`src/rtl/counter_pkg.sv`:
```
// Shared counter definitions: overflow mode constants and the load clamp helper.
// Purely combinational helpers, no state.
package counter_pkg;

  localparam int CNT_WRAP = 0;
  localparam int CNT_SAT  = 1;

  // Loaded values above the terminal count are pinned to it so the count never leaves range.
  function automatic logic [31:0] clamp_load(input logic [31:0] value, input logic [31:0] max);
    return (value > max) ? max : value;
  endfunction

endpackage

```
`src/rtl/counter_next_value.sv`:
```
// Next-count and bound-event logic for a bounded up/down counter.
// Combinational, zero latency; no flow control.
module counter_next_value
  import counter_pkg::*;
#(
  parameter int               WIDTH     = 9,
  parameter logic [WIDTH-1:0] MAX_COUNT = '1,
  parameter int               SATURATE  = CNT_WRAP
) (
  input  logic [WIDTH-1:0] count,
  input  logic             enable,
  input  logic             up,
  output logic [WIDTH-1:0] next_count,
  output logic             bound_hit
);

  logic [WIDTH:0] inc;
  logic [WIDTH:0] dec;
  logic           at_bound;

  always_comb begin
    inc        = {1'b0, count} + {{WIDTH{1'b0}}, 1'b1};
    dec        = {1'b0, count} - {{WIDTH{1'b0}}, 1'b1};
    // The guard bit exposes both bounds: overshoot past MAX_COUNT going up, borrow going down.
    at_bound   = up ? (inc > {1'b0, MAX_COUNT}) : dec[WIDTH];
    bound_hit  = enable & at_bound;
    next_count = count;
    if (enable) begin
      if (!at_bound) begin
        next_count = up ? inc[WIDTH-1:0] : dec[WIDTH-1:0];
      end else if (SATURATE != CNT_SAT) begin
        next_count = up ? '0 : MAX_COUNT;
      end
    end
  end

endmodule

```
`src/rtl/counter_mod_nbit.sv`:
```
// Parametrised modulo counter with load, sync clear, terminal count, carry pulse and sticky overflow.
// One clk from controls to count; tc is combinational; always accepts inputs (no backpressure).
module counter_mod_nbit
  import counter_pkg::*;
#(
  parameter int               WIDTH     = 9,
  parameter logic [WIDTH-1:0] MAX_COUNT = '1,
  parameter int               SATURATE  = CNT_WRAP
) (
  input  logic             clk,
  input  logic             clear_n,
  input  logic             sync_clr,
  input  logic             load,
  input  logic [WIDTH-1:0] load_val,
  input  logic             enable,
  input  logic             up,
  output logic [WIDTH-1:0] count,
  output logic             tc,
  output logic             carry,
  output logic             ovf
);

  logic             rst_meta;
  logic [WIDTH-1:0] next_count;
  logic             bound_hit;
  logic [WIDTH-1:0] load_clamped;

  counter_next_value #(
    .WIDTH     (WIDTH),
    .MAX_COUNT (MAX_COUNT),
    .SATURATE  (SATURATE)
  ) u_next (
    .count      (count),
    .enable     (enable),
    .up         (up),
    .next_count (next_count),
    .bound_hit  (bound_hit)
  );

  assign tc           = bound_hit;
  assign load_clamped = WIDTH'(clamp_load(32'(load_val), 32'(MAX_COUNT)));

  // Release synchroniser: rst_meta is the first stage and the state registers below,
  // which only update once rst_meta is high, form the second stage.
  always_ff @(posedge clk or negedge clear_n) begin
    if (!clear_n) begin
      rst_meta <= 1'b0;
    end else begin
      rst_meta <= 1'b1;
    end
  end

  always_ff @(posedge clk or negedge clear_n) begin
    if (!clear_n) begin
      count <= '0;
      carry <= 1'b0;
      ovf   <= 1'b0;
    end else if (rst_meta) begin
      if (sync_clr) begin
        count <= '0;
        carry <= 1'b0;
        ovf   <= 1'b0;
      end else if (load) begin
        count <= load_clamped;
        carry <= 1'b0;
      end else begin
        count <= next_count;
        carry <= bound_hit;
        if (bound_hit) begin
          ovf <= 1'b1;
        end
      end
    end
  end

endmodule

```
`config.mk`:
```
export PLATFORM = sky130hd
export DESIGN_NAME = counter_mod_nbit
export DESIGN_NICKNAME = d
export VERILOG_FILES = /design/src/rtl/counter_pkg.sv /design/src/rtl/counter_next_value.sv /design/src/rtl/counter_mod_nbit.sv
export SDC_FILE = /design/constraint.sdc
export NUM_CORES = 1
export LEC_CHECK = 0
export CAP_MARGIN = 5
export CORE_MARGIN = 1.5
export CORE_UTILIZATION = 40
export DETAILED_ROUTE_END_ITERATION = 16
export DONT_BUFFER_PORTS = 1
export HOLD_SLACK_MARGIN = 0.12
export MAX_ROUTING_LAYER = met4
export PLACE_DENSITY = 0.56
export SKIP_LAST_GASP = 1
export SYNTH_ARGS = -nofsm -noshare
export SYNTH_HDL_FRONTEND = slang
export SYNTH_HIERARCHICAL = 1
export SYNTH_SLANG_ARGS = --single-unit
```
`constraint.sdc`:
```
create_clock -name clk -period 4.9 [get_ports clk]
set_input_delay 0.98 -clock clk [delete_from_list [all_inputs] [get_ports clk]]
set_output_delay 0.98 -clock clk [all_outputs]
set_load 0.05 [all_outputs]
```
==> reports/qor.csv <==
metric;value;unit
Worst Hold Class;primary input to asynchronous set/reset pin;
max_cap viols;0;
Critical Path Fanout Max;10;
GR peak layer;met2;
Final setup viols;0;
Pins Over Slew Limit;0;
largest net degree at the start of global routing;14;
first-pass GRT wire length;3.836;mm
full die area;0.002841;mm²
synthesized instance count;114;
post-CTS sizing;0;
row count;18;
Least-Margin Pin Slew;0.9947;ns
Yosys top cell area share;29.67;%
iteration-0 DRC count of the detailed router;20;
pwr dens;290.7;mW/mm²
P_leak;0.4049;nW
Place WS;1.480;ns
Avg Inst Size Synth;8.879;µm²
CTS tree;built;
Setup Skew;0.001342;ns
CP Launch Type;register;
Final Cycle Share;73.72;%
Worst-path clk slew;0.07;ns
Area contributors post-synth;dfrtp_1 (30%), mux2i_1 (9.9%), o22ai_1 (6.8%), inv_1 (5.9%), buf_6 (4.4%);
sequential area share after synthesis;29.67;%
critical setup path kind;register to output pin;
setup ws final;1.288;ns
Fmax;276.8;MHz
Slew HR;33.44;%
nets;128;
most common cell after layout, fill and taps aside;inv_1;
Final HPWL DP;1.698;mm
routed vias;809;
Final min period;3.612;ns
setup TNS;0;ns
Hold Violations, Final;0;
CP Capture Type;output pin;
worst path required time;3.92;ns
Buffers on Ports;0;
hold_buf cts;0;
register bit total from synthesis;12;
Layout area overhead;-0.6185;%
distinct cell type count after synthesis;40;
WL per Instance;16.88;µm
Worst IR Drop VDD;0.0001658;V
GPL Wtd Cong;0.8449;
maximum level of the CTS H-tree;1;
clock sink total;12;
post-synth net total;131;
RSZ-0062 raised after global routing;no;
DIE HEIGHT;53.31;µm
Via density;5.820;
layout cell share with drive strength beyond 1;11.01;%
most frequent cells in the layout;inv_1 (16), dfrtp_1 (12), o22ai_1 (11);
vias in the first global route;756;
gr ovfl total;0;
antenna viol nets, final;0;
CTS max path bufs;2;
GR Util met1;25.86;%
DRC Markers;0;
Tot Pwr;0.2924;mW
Global Route met3 Usage;5.932;%
total CTS buffers;3;
# diodes;0;
router iterations before antenna repair;4;
Root Driver;clkbuf_4;
Layout Cells excl Fill;139;
Ports;27;
final WL;2.346;mm
Chip Width;53.31;µm
met2 Track Usage GR;27.16;%
Core Util, Final;41.36;%
Yosys warning count;6;
CP arrival;2.63;ns
GRT Overall Usage;19.59;%
antenna violations before repair;0;
# placed instances;136;
outcome;finished, final reports clean;
cell taking the most area after synthesis;dfrtp_1;
later-pin clock latency in the skew report;0.27;ns
postcts setup bufs;0;
synthesized area;0.001012;mm²
Core Footprint;0.002432;mm²
Initial Util;41.62;%
[sequential cells by signal, indices dropped and copies added, names as in the netlist]
name	cells
ovf	1
carry	1
count	9
rst_meta	1
[final cells by class]
type | count | area, µm²
clock buffer | 3 | 22.52
tap | 30 | 37.54
inverter | 16 | 60.06
multi-input combinational | 78 | 585.6
fill | 261 | 1426
sequential | 12 | 300.3
[report_power, final]
part	internal, mW	switching [mW]
clock	0.0285	0.0331
sequential	0.107	0.0544
combinational	0.0352	0.0343
total	0.171	0.122
[worst paths after layout]
| path | start | endpoint | slack, ns | depth (start not counted) |
|---|---|---|---|---|
| min in group clk | rst_meta$_DFF_PN0_ | carry$_DFFE_PN0P_ | 0.75 | 1 |
| worst max register to register | count[3]$_DFFE_PN0P_ | ovf$_DFFE_PN0P_ | 2.03 | 6 |
| max in group asynchronous | clear_n | count[8]$_DFFE_PN0P_ | 4.44 | 0 |
| worst max-delay path | count[3]$_DFFE_PN0P_ | tc | 1.29 | 4 |
| worst min register to register | rst_meta$_DFF_PN0_ | carry$_DFFE_PN0P_ | 0.75 | 1 |
| worst min-delay path | clear_n | carry$_DFFE_PN0P_ | 0.39 | 0 |
[stage by stage]
step | hold WS, ns | cell area (µm²)
final | 0.3935 | 1006
after global routing | 0.3698 | 1006
after CTS | 0.3848 | 1006
after detailed placement | 0.6847 | 983.4
after global placement | 0.6847 | 983.4
after floorplan | 0.4754 | 1012
[routing by layer]
layer / routed length (µm) / vias to the layer above
li1: - / 398
met1: 1068 / 376
met2: 1071 / 31
met3: 172 / 4
met4: 34 / 0
met5: 0 / -
[synthesized netlist by cell type (all sizes together)]
| library cell | instances |
|---|---|
| o22ai | 11 |
| nor4b | 1 |
| or3b | 1 |
| nand2b | 1 |
| conb | 1 |
| nand4 | 2 |
| nand3 | 3 |
| a22oi | 1 |
| a41oi | 1 |
| and2 | 1 |
| nor4 | 4 |
| ha | 2 |
| inv | 16 |
| o2bb2ai | 2 |
| nor3 | 3 |
| or3 | 2 |
| xnor2 | 3 |
| nor2 | 5 |
| clkbuf | 1 |
| o32ai | 1 |
| a21oi | 2 |
| and3b | 1 |
| xor2 | 2 |
| nand2 | 6 |
| a2bb2oi | 2 |
| nor3b | 1 |
| mux2i | 10 |
| dfrtp | 12 |
| o31ai | 1 |
| o21ai | 7 |
| buf | 7 |
| and3 | 1 |
[cells by family after synthesis]
family | Yosys count | synth area share (%)
fa+ha+maj | 2 | 2.472
mux | 10 | 9.889
buf+inv | 24 | 12.48
compound gates | 28 | 19.16
simple gates | 32 | 21.63
other cells | 1 | 0.3705
xor+xnor | 5 | 4.327
flops | 12 | 29.67
[critical path, stage by stage, from the launching register on]
cell and delay [ns]:
dfrtp_1 0.83, nand3_2 0.20, nor4_2 0.49, nor2_1 0.08, nor2_1 0.76
(Power assumes the default switching activity.)
